## config.mk

```make
export PLATFORM = sky130hd
export DESIGN_NAME = fp_addsub_seq
export DESIGN_NICKNAME = d
export VERILOG_FILES = /design/src/rtl/fp_pkg.sv /design/src/rtl/fp_align_shift.sv /design/src/rtl/fp_addsub_seq.sv
export SDC_FILE = /design/constraint.sdc
export NUM_CORES = 1
export LEC_CHECK = 0
export ABC_AREA = 0
export CAP_MARGIN = 20
export CORE_MARGIN = 1.5
export CORE_UTILIZATION = 54
export CTS_BUF_LIST = sky130_fd_sc_hd__clkbuf_16
export CTS_CLUSTER_SIZE = 16
export DETAILED_ROUTE_END_ITERATION = 10
export HOLD_SLACK_MARGIN = 0.05
export PLACE_DENSITY = 0.83
export RECOVER_POWER = 100
export SLEW_MARGIN = 20
export SYNTH_ARGS = -nofsm -noshare
export SYNTH_HDL_FRONTEND = slang
export SYNTH_SLANG_ARGS = --single-unit
```

## constraint.sdc

```tcl
create_clock -name clk -period 10.67 [get_ports clk]
set_input_delay 1.6005 -clock clk [delete_from_list [all_inputs] [get_ports clk]]
set_output_delay 1.6005 -clock clk [all_outputs]
set_load 0.01 [all_outputs]
```

## src/rtl/fp_pkg.sv

```systemverilog
// Shared types and helpers for the sequential floating-point add/sub block.
//  state_t : controller states
//  fp_word : {sign, exp, frac} at the default widths (4/6)
//  FP_BIAS : exponent bias at the default width
//  fp_pack / fp_unpack_* : field helpers at the default widths
package fp_pkg;

  localparam int FP_EXP_W  = 4;
  localparam int FP_FRAC_W = 6;
  localparam int FP_BIAS   = (1 << (FP_EXP_W - 1)) - 1;

  typedef enum logic [2:0] {IDLE, ALIGN, ADDSUB, NORM, DONE} state_t;

  typedef struct packed {
    logic                 s;
    logic [FP_EXP_W-1:0]  e;
    logic [FP_FRAC_W-1:0] f;
  } fp_word;

  function automatic fp_word fp_pack(input logic s, input logic [FP_EXP_W-1:0] e,
                                     input logic [FP_FRAC_W-1:0] f);
    fp_word w;
    w.s = s;
    w.e = e;
    w.f = f;
    return w;
  endfunction

  function automatic logic [FP_EXP_W-1:0] fp_unpack_exp(input fp_word w);
    return w.e;
  endfunction

  function automatic logic [FP_FRAC_W-1:0] fp_unpack_frac(input fp_word w);
    return w.f;
  endfunction

endpackage

```

## src/rtl/fp_align_shift.sv

```systemverilog
// Combinational alignment shifter: right-shifts the smaller mantissa by the
// exponent difference, truncating. Differences that push every bit out give 0.
//  i_mant : {hidden, frac} of the smaller operand
//  i_diff : big.exp - small.exp
//  o_mant : aligned mantissa
module fp_align_shift #(
  parameter int EXP_W  = 4,
  parameter int FRAC_W = 6
) (
  input  logic [FRAC_W:0]  i_mant,
  input  logic [EXP_W-1:0] i_diff,
  output logic [FRAC_W:0]  o_mant
);

  localparam logic [EXP_W:0] LIM = (EXP_W+1)'(FRAC_W + 1);

  always_comb begin
    o_mant = '0;
    if ({1'b0, i_diff} < LIM) o_mant = i_mant >> i_diff;
  end

endmodule

```

## src/rtl/fp_addsub_seq.sv

```systemverilog
// Multi-cycle sign-magnitude FP adder/subtractor: align, add/sub, iterative
// normalise, then hold the result until the consumer takes it.
//  clk, rst_n            : clock, async active-low reset
//  in_valid/in_ready     : operand handshake (ready only when idle)
//  a, b, sub             : operands {s,e,f}; sub=1 computes a-b
//  out_valid/out_ready   : result handshake, result held while out_ready=0
//  result, ovf, unf      : result word, overflow-saturate / underflow-flush flags
module fp_addsub_seq
  import fp_pkg::*;
#(
  parameter int EXP_W  = 4,
  parameter int FRAC_W = 6,
  localparam int W     = 1 + EXP_W + FRAC_W
) (
  input  logic         clk,
  input  logic         rst_n,
  input  logic         in_valid,
  output logic         in_ready,
  input  logic [W-1:0] a,
  input  logic [W-1:0] b,
  input  logic         sub,
  output logic         out_valid,
  input  logic         out_ready,
  output logic [W-1:0] result,
  output logic         ovf,
  output logic         unf
);

  typedef struct packed {
    logic              s;
    logic [EXP_W-1:0]  e;
    logic [FRAC_W-1:0] f;
  } word_t;

  localparam logic [EXP_W-1:0] EXP_ONE = EXP_W'(1);

  state_t r_state, w_next;

  word_t             r_a, r_b;     // r_b carries the effective sign (b.s ^ sub)
  logic              r_eff_sub, r_sign;
  logic [EXP_W-1:0]  r_exp;
  logic [FRAC_W:0]   r_big_m, r_small_m;
  logic [FRAC_W+1:0] r_mag;        // {carry, hidden, frac}
  word_t             r_result;
  logic              r_ovf, r_unf;

  // Alignment: zero-exponent operands have zero magnitude and sort lowest.
  logic [FRAC_W:0]        w_a_m, w_b_m, w_small_sh;
  logic [EXP_W+FRAC_W-1:0] w_a_key, w_b_key;
  logic                   w_a_big;
  logic [EXP_W-1:0]       w_diff;

  assign w_a_m   = (r_a.e != '0) ? {1'b1, r_a.f} : '0;
  assign w_b_m   = (r_b.e != '0) ? {1'b1, r_b.f} : '0;
  assign w_a_key = (r_a.e != '0) ? {r_a.e, r_a.f} : '0;
  assign w_b_key = (r_b.e != '0) ? {r_b.e, r_b.f} : '0;
  assign w_a_big = (w_a_key >= w_b_key);
  assign w_diff  = w_a_big ? (r_a.e - r_b.e) : (r_b.e - r_a.e);

  fp_align_shift #(.EXP_W(EXP_W), .FRAC_W(FRAC_W)) u_align (
    .i_mant (w_a_big ? w_b_m : w_a_m),
    .i_diff (w_diff),
    .o_mant (w_small_sh)
  );

  logic w_carry, w_hidden, w_zero;
  assign w_carry  = r_mag[FRAC_W+1];
  assign w_hidden = r_mag[FRAC_W];
  assign w_zero   = (r_mag == '0);

  always_ff @(posedge clk or negedge rst_n) begin
    if (!rst_n) r_state <= IDLE;
    else        r_state <= w_next;
  end

  always_comb begin
    w_next = r_state;
    case (r_state)
      IDLE:   if (in_valid) w_next = ALIGN;
      ALIGN:  w_next = ADDSUB;
      ADDSUB: w_next = NORM;
      // Only a clear hidden bit with room to shift keeps us normalising.
      NORM:   if (w_carry || w_zero || w_hidden || r_exp == EXP_ONE) w_next = DONE;
      DONE:   if (out_ready) w_next = IDLE;
      default: w_next = IDLE;
    endcase
  end

  always_ff @(posedge clk or negedge rst_n) begin
    if (!rst_n) begin
      r_a       <= '0;
      r_b       <= '0;
      r_eff_sub <= 1'b0;
      r_sign    <= 1'b0;
      r_exp     <= '0;
      r_big_m   <= '0;
      r_small_m <= '0;
      r_mag     <= '0;
      r_result  <= '0;
      r_ovf     <= 1'b0;
      r_unf     <= 1'b0;
    end else begin
      case (r_state)
        IDLE: if (in_valid) begin
          r_a   <= word_t'(a);
          r_b   <= word_t'({b[W-1] ^ sub, b[W-2:0]});
          r_ovf <= 1'b0;
          r_unf <= 1'b0;
        end
        ALIGN: begin
          r_eff_sub <= r_a.s ^ r_b.s;
          r_sign    <= w_a_big ? r_a.s : r_b.s;
          r_exp     <= w_a_big ? r_a.e : r_b.e;
          r_big_m   <= w_a_big ? w_a_m : w_b_m;
          r_small_m <= w_small_sh;
        end
        ADDSUB: begin
          // Big >= small, so the difference never wraps.
          if (r_eff_sub) r_mag <= {1'b0, r_big_m} - {1'b0, r_small_m};
          else           r_mag <= {1'b0, r_big_m} + {1'b0, r_small_m};
        end
        NORM: begin
          if (w_carry) begin
            if (r_exp == '1) begin
              r_result <= '{s: r_sign, e: '1, f: '1};
              r_ovf    <= 1'b1;
            end else begin
              r_result <= '{s: r_sign, e: r_exp + 1'b1, f: r_mag[FRAC_W:1]};
            end
          end else if (w_zero) begin
            r_result <= '0;
          end else if (!w_hidden) begin
            if (r_exp == EXP_ONE) begin
              r_result <= '0;
              r_unf    <= 1'b1;
            end else begin
              r_mag <= r_mag << 1;
              r_exp <= r_exp - 1'b1;
            end
          end else begin
            r_result <= '{s: r_sign, e: r_exp, f: r_mag[FRAC_W-1:0]};
          end
        end
        default: ;
      endcase
    end
  end

  assign in_ready  = (r_state == IDLE);
  assign out_valid = (r_state == DONE);
  assign result    = r_result;
  assign ovf       = r_ovf;
  assign unf       = r_unf;

endmodule

```

# == Word level (Yosys, flattened, before mapping) ==
# Index checks and enable logic that the tools add are counted.
# W data, S select, Z words.
# totals
inputBits,27
output_inout_bits,15
latch_bits,0
rom_bits,0
register_bits,66
elab_cells,105
ram_bits,0
n_memories,0
# classes
div_mod_pow,0
n_mux,39
addsub,6
n_eq_ne,16
reduce_logical,19
n_mul,0
n_bitwise,2
n_shift,1
magnitude_cmp,2
# op_table
op,count
$mux W7,8
$mux W11,4
$mux W10,3
$mux W4,6
$ne A2 B2 Y1 const B,9
$mux W8,2
$pmux W8 S2,1
$pmux W3 S5,1
$reduce_bool A4 Y1,3
$ge A10 B10 Y1,1
$reduce_and A5 Y1,2
$mux W3,3
$add A7 B7 Y8,1
$logic_not A8 Y1,1
$mux W1,8
$pmux W4 S2,1
$sub A4 B4 Y4,2
$sub A7 B7 Y8,1
$shr A7 B4 Y7,1
$eq A3 B2 Y1 const B,2
$reduce_and A3 Y1,2
$reduce_and A6 Y1,1
$reduce_bool A2 Y1,3
$add A4 B1 Y4 const B,1
other kinds (13),18

# == Logic depth before layout (Yosys ltp) ==
# Gate-level depths: netlist of run 1.
# logic_depth
ltp_word,6
mapped_depth,15
depth_no_buf,13

# == Hierarchy ==
# Synthesis of run 1 repeated with hierarchy kept, for this count alone.
# hier_totals
cells_unflattened,496
area_unflattened_um2,4418.0
# by_module_without_submodules
mod,seq_area_each_um2,instances,cells_each,area_each_um2
fp_addsub_seq,1651.6,1,467,4210.3
fp_align_shift,0.0,1,29,207.7

# == Worst setup path after synthesis of run 1 ==
# OpenSTA, ideal clock, no wires.
# synth_timing
kind,reg-to-reg
from,reg r_a[7] in the netlist's numbering
to,reg r_small_m[0]
required_time_ns,10.569
arrival_ns,3.799
setup_slack_ns,6.770
path_stages_with_launch,12
path_buffers,0
setup_time_ns,0.101
cell_sequence,dfrtp_1 -> or4_1 -> nand2_1 -> inv_1 -> ha_1 -> a21oi_1 -> a21boi_2 -> o31a_1 -> nor3_4 -> mux2i_1 -> mux2_2 -> o311ai_2
# synth_between
elab_chain_cells,6
# synth_lines
element,line_no,text
from (decl),fp_addsub_seq.sv:39,"word_t r_a, r_b;"
from (signal assigned),fp_addsub_seq.sv:105,r_a <= word_t'(a);
$reduce_bool A4 Y1,"fp_addsub_seq.sv:53, fp_addsub_seq.sv:55",
$mux W10,fp_addsub_seq.sv:55,"assign w_a_key = (r_a.e != '0) ? {r_a.e, r_a.f} : '0;"
$ge A10 B10 Y1,fp_addsub_seq.sv:57,assign w_a_big = (w_a_key >= w_b_key);
$mux W4 / $mux W7 (equally long branches),"fp_addsub_seq.sv:58, fp_addsub_seq.sv:61",
$lt A4 B3 Y1 / $shr A7 B4 Y7 (equally long branches),fp_align_shift.sv:19,"if ({1'b0, i_diff} < LIM) o_mant = i_mant >> i_diff;"
$mux W7 (*),fp_align_shift.sv:19,
to (signal assigned),fp_addsub_seq.sv:115,r_small_m <= w_small_sh;
to (decl),fp_addsub_seq.sv:42,"logic [FRAC_W:0] r_big_m, r_small_m;"
# Mark *: on every way between the ends. The rest lies on a longest branch, timed or not.
# A chain may end at the register's enable or synchronous reset.

# == Worst setup path after layout of run 1 ==
# Same ends and word-level chain as after synthesis.

==> flow_summary.yaml, run 1 <==
status:
  outcome: "finished, violations left"
  violations: "max-capacitance violations, max-slew violations"
setup_path:
  critPathMaxFanout: 15
  slowest_stage: "nor3_1"
  crit_arrival_ns: 5.99
  crit_chain: "or4_1 > nand2_1 > inv_1 > ha_1 > a21oi_1 > a21boi_0 > o31a_1 > nor3_1 > clkbuf_1 > mux4_2 > mux2_1 > o311ai_0"
  crit_required_ns: 10.88
  critical_path_class: "reg2reg"
  crit_path_max_incr_delay_ns: 1.30
  critPathCaptureType: "flip-flop"
  critPathLaunchType: "flip-flop"
  critPathBufInv: 2
  path_delay_family: "simple AND/OR/NAND/NOR gates"
global_route:
  antenna_found_initial: 0
  gr-total-overflow: 0
  grt_pass1_wl_mm: 16.2
  grt_pass1_vias: 3521
  grt_max_degree: 67
  grt_use_total: 0.245
floorplan:
  row_count: 32
  start_util: 0.554
  dieWidth_um: 91.6
  die_y_um: 91.6
  num_io_pins: 42
  core-area_sq_mm: 0.00765
  dieArea_sq_mm: 0.00839
clock_network:
  cts_tree: "done"
  root_buffer: "clkbuf_16"
  cts_buffer_depth: 2
  cts_buffers: 9
  cts_resized: 0
  clk_pin_slew_worst_paths_ns: 0.06
  clock_latency_ns: 0.33
  cts_hold_buf: 0
  cts_sinks: 66
  htree_levels: 3
  postCtsSetupRepairBufs: 0
sta:
  slew_headroom: -1.29
  post-route-min-period_ns: 5.78
  tightest_slew_ns: 3.43
  rsz0062_at_grt: "no"
  skew_ns: 0.00869
  hold_viol: 0
  finalSetupTns_ns: 0
  finalSetupViolations: 0
  fmax_mhz: 173
  slew_violations: 82
  fin_crit_sh: 0.542
  setup_ws_ns: 4.89
logic_synthesis:
  ys.flop_type: "dfrtp_1"
  ys_types: 58
  synth_area_per_cell_sq_um: 9.13
  yosysWarnings: 0
  netlist_area_sq_mm: 0.00424
  ys_ff_latch: 66
  postSynth.asyncResetShare: 1.00
  synth_edf_count: 0
  yosysSeqAreaShare: 0.390
  synth_fp_nets: 520
  synthCells: 464
cells_and_area:
  seq_area_sq_mm: 0.00165
  final_util: 0.653
  diodes: 0
  multi_input_area_sq_mm: 0.00232
  syn2layout_area_growth_pct: 17.8
  nets: 549
  drive_above_1_share: 0.0785
  nFillCells: 617
place:
  port_buffers: 41
  dp_hpwl_mm: 6.75
  gp_congestion: 0.880
  pre_cts_slack_ns: 5.91
routing:
  wirelength_mm: 9.61
  initialDrtViolationCount: 207
  first_pass_iters: 4
  drc_errors: 0
  wire_per_inst_um: 16.0
  ant_nets: 0
  vias_per_cell: 5.93
  num_vias: 3555
job:
  cap_violations: 2
hold_path:
  hp-class: "reg2reg"
layout make-up:
| class | instances | area share |
|---|---|---|
| Clock buffer | 9 | 0.0451 |
| Clock inverter | 6 | 0.0213 |
| Inverter | 37 | 0.0278 |
| Multi-Input combinational cell | 334 | 0.465 |
| Sequential cell | 66 | 0.331 |
| Tap cell | 102 | 0.0256 |
| Timing Repair Buffer | 45 | 0.0842 |
worst paths after layout:
kind                            start           end  slack (ns)  cells past startpoint
min in group asynchronous       rst_n     result[9]        2.52                      2
setup reg to reg               r_a[7]  r_small_m[0]        4.89                     12
setup / recovery               r_a[7]  r_small_m[0]        4.89                     12
max in group asynchronous       rst_n        r_a[3]        6.20                      2
hold / removal             r_big_m[2]    r_big_m[2]        0.48                      2
hold reg to reg            r_big_m[2]    r_big_m[2]        0.48                      2
cell usage in the layout (no fill, tap or decap), types with 3 or more instances in the layout:
| cell | netlist | routed |
|---|---|---|
| a21oi_1 | 31 | 31 |
| mux4_2 | 5 | 5 |
| mux2_2 | 14 | 13 |
| xnor2_1 | 9 | 9 |
| dlygate4sd3_1 | 0 | 17 |
| nand4_1 | 7 | 7 |
| xor2_1 | 3 | 3 |
| a22oi_1 | 5 | 5 |
| a21o_1 | 4 | 4 |
| a31oi_1 | 13 | 13 |
| inv_1 | 37 | 37 |
| nor2_1 | 45 | 45 |
| o311ai_0 | 0 | 3 |
| o41ai_1 | 3 | 3 |
| nand2_1 | 49 | 49 |
| clkdlybuf4s50_1 | 0 | 23 |
| dfrtp_1 | 66 | 66 |
| and3_1 | 3 | 3 |
| mux2i_1 | 11 | 11 |
| nand2b_1 | 8 | 8 |
| nand3_1 | 5 | 5 |
| fa_1 | 3 | 3 |
| a21boi_0 | 2 | 3 |
| o21ai_0 | 32 | 32 |
| clkbuf_1 | 25 | 4 |
| nor2b_1 | 4 | 4 |
| bufinv_16 | 0 | 3 |
| nor3_1 | 6 | 7 |
| ha_1 | 26 | 26 |
| o31ai_1 | 3 | 3 |
| a221oi_1 | 5 | 5 |
| clkbuf_16 | 0 | 9 |
cell usage after synthesis, types with 2 or more instances:
cell,count,area [sq um]
a21boi_0,2,15.0
a21o_1,4,30.0
a21oi_1,31,155
a221oi_1,5,43.8
a22oi_1,5,37.5
a31oi_1,13,81.3
and2_1,2,12.5
and3_1,3,18.8
clkbuf_1,25,93.8
dfrtp_1,66,1650
fa_1,3,60.1
ha_1,26,325
inv_1,37,139
mux2_2,14,158
mux2i_1,11,110
mux4_2,5,113
nand2_1,49,184
nand2b_1,8,50.1
nand3_1,5,25.0
nand3b_1,2,15.0
nand4_1,7,43.8
nor2_1,45,169
nor2b_1,4,25.0
nor3_1,6,30.0
nor3b_1,2,15.0
nor4_1,2,12.5
o21ai_0,32,160
o22ai_1,2,12.5
o311ai_1,2,17.5
o31a_1,2,17.5
o31ai_1,3,22.5
o32a_1,2,20.0
o32ai_1,2,17.5
o41ai_1,3,26.3
xnor2_1,9,78.8
xor2_1,3,26.3
flip-flops by register name, indices dropped and copies added (netlist names):
name       flops
r_sign         1
r_exp          4
r_b           11
r_state        3
r_big_m        7
ovf            1
r_mag          8
unf            1
result        11
r_eff_sub      1
r_small_m      7
r_a           11
through the flow:
step	cell area [sq um]	std cells	hold slack [ns]
final	4990	599	0.482
after CTS	5020	598	0.489
after floorplan	4240	464	0.450
after global routing	4990	599	0.514
after detailed placement	4690	583	0.477
after global placement	4690	583	0.475
cell families (layout without fill, tap and decap cells):
family	Yosys count	in the layout	synth area share
AO/OA/AOI/OAI	121	121	0.189
XOR/XNOR	13	13	0.0286
adder cells (fa/ha/maj)	29	29	0.0909
buffers and inverters	64	97	0.0570
flip-flops	66	66	0.390
multiplexers	30	30	0.0898
AND/OR/NAND/NOR	141	141	0.155
tightest hold or removal path, cell delays in order, from the launching register on:
cell and delay (ns):
dfrtp_1 0.34, nand2_1 0.05, o21ai_0 0.06
metal layers:
metal  wire, um  vias up  track usage
met5          0        -            0
met4        247        0        0.120
met3        436       26       0.0419
met2       4890       92        0.424
met1       4030     1738        0.294
li1           -     1699            -
Power of run 1 is not shown: default switching activity piles up to over one toggle a cycle in this logic, so the estimate is an artifact.
==> run 2: changes to the inputs <==
Settings changed: CORE_UTILIZATION 54 to 52, PLACE_DENSITY 0.83 to 0.84.
Clock period 10.67 ns to 5.3 ns, I/O delays scaled along.
==> run 2 against run 1 <==
  * Global-route usage fell by 1.4 points
  * Sequential share of layout area barely moved
  * Final area barely moved
  * Wire length fell by 2.9%
  * The flow still finishes with violations (max-capacitance violations, max-slew violations)
  * First-iteration DRC count fell by 37%
  * Clock-buffer cell count did not move
==> flow_summary.yaml, run 2 (same netlist as run 1, synthesis figures left out) <==
status:
  outcome: "finished, violations left"
  violations: "max-capacitance violations, max-slew violations"
global_route:
  grt_use_total: 0.231
  grt_pass1_vias: 3367
  antenna_found_initial: 0
  grt_max_degree: 67
  grt_pass1_wl_mm: 15.6
  gr-total-overflow: 0
routing:
  wirelength_mm: 9.33
  routed-wl-met2_mm: 4.68
  wire_per_inst_um: 15.5
  initialDrtViolationCount: 130
  drt-met1-wl_mm: 3.99
  vias_per_cell: 5.83
  first_pass_iters: 5
  ant_nets: 0
  top_layer_used: "met4"
  wl_met3_um: 377
  drc_errors: 0
  num_vias: 3502
clock_network:
  root_buffer: "clkbuf_16"
  htree_levels: 3
  clock_latency_ns: 0.34
  cts_buffers: 9
  postCtsSetupRepairBufs: 0
  cts_hold_buf: 0
  cts_buffer_depth: 2
  clk_pin_slew_worst_paths_ns: 0.06
  cts_resized: 0
  cts_tree: "done"
  cts_sinks: 66
sta:
  post-route-min-period_ns: 4.34
  hold_viol: 0
  fin_crit_sh: 0.819
  slew_violations: 67
  rsz0062_at_grt: "no"
  slew_headroom: -1.29
  finalSetupTns_ns: 0
  skew_ns: 0.00728
  fmax_mhz: 230
  tightest_slew_ns: 3.43
  finalSetupViolations: 0
setup_path:
  critPathCaptureType: "flip-flop"
  path_delay_family: "simple AND/OR/NAND/NOR gates"
  crit_arrival_ns: 4.56
  crit_chain: "or4_1 > nand2_1 > inv_1 > ha_1 > a21oi_1 > a21boi_0 > o31a_1 > nor3_4 > mux2i_1 > xnor2_1 > nand3_1 > o311ai_0"
  slowest_stage: "or4_1"
  crit_required_ns: 5.52
  critPathMaxFanout: 14
  crit_path_max_incr_delay_ns: 0.66
  critPathLaunchType: "flip-flop"
  critical_path_class: "reg2reg"
  critPathBufInv: 1
cells_and_area:
  multi_input_area_sq_mm: 0.00232
  diodes: 0
  final_common_cell: "dfrtp_1"
  nets: 550
  syn2layout_area_growth_pct: 17.7
  mostFrequentLayoutCells: "dfrtp_1 (66), nand2_1 (49), nor2_1 (45)"
  seq_area_sq_mm: 0.00165
  drive_above_1_share: 0.0842
  nFillCells: 642
floorplan:
  core-area_sq_mm: 0.00781
  die_y_um: 93.3
  start_util: 0.543
  num_io_pins: 42
  row_count: 32
  dieArea_sq_mm: 0.00870
  dieWidth_um: 93.3
job:
  cap_violations: 1
place:
  gp_congestion: 0.845
  dp_hpwl_mm: 6.78
  port_buffers: 41
hold_path:
  hp-class: "reg2reg"
-- run 2: worst paths after layout --
check	from	endpoint	slack (ns)	cells past startpoint
max	r_a[7]	r_small_m[2]	0.96	12
min	result[8]	result[8]	0.48	2
max reg2reg	r_a[7]	r_small_m[2]	0.96	12
min reg2reg	result[8]	result[8]	0.48	2
max in group asynchronous	rst_n	r_b[4]	1.64	2
min in group asynchronous	rst_n	result[6]	1.71	2
-- run 2: area by class of cell --
class	count	area share
Timing Repair Buffer	46	0.0865
Clock inverter	7	0.0188
Clock buffer	9	0.0451
Sequential cell	66	0.331
Inverter	37	0.0278
Multi-Input combinational cell	334	0.465
Tap cell	102	0.0256
-- run 2: per-stage QoR --
step	cells	cell area, sq um	setup WS (ns)	utilization	hold WS (ns)
finish	601	4990	0.960	0.639	0.484
detailed placement	585	4710	1.12	0.603	0.478
floorplan	464	4240	1.40	-	0.450
global placement	585	4710	1.30	0.603	0.470
CTS	601	5020	1.11	0.644	0.491
global route	601	4990	0.427	0.639	0.515
-- run 2: layer usage --
layer,vias up,GRT usage
met5,-,0
met4,0,0.116
met3,25,0.0480
met2,101,0.379
met1,1667,0.288
li1,1709,-
-- run 2: tightest hold or removal path, cell delays in order (launching register included) --
cell	delay, ns
dfrtp_1	0.34
nand2b_1	0.06
o41ai_1	0.05
Power of run 2 is left out for the same reason.
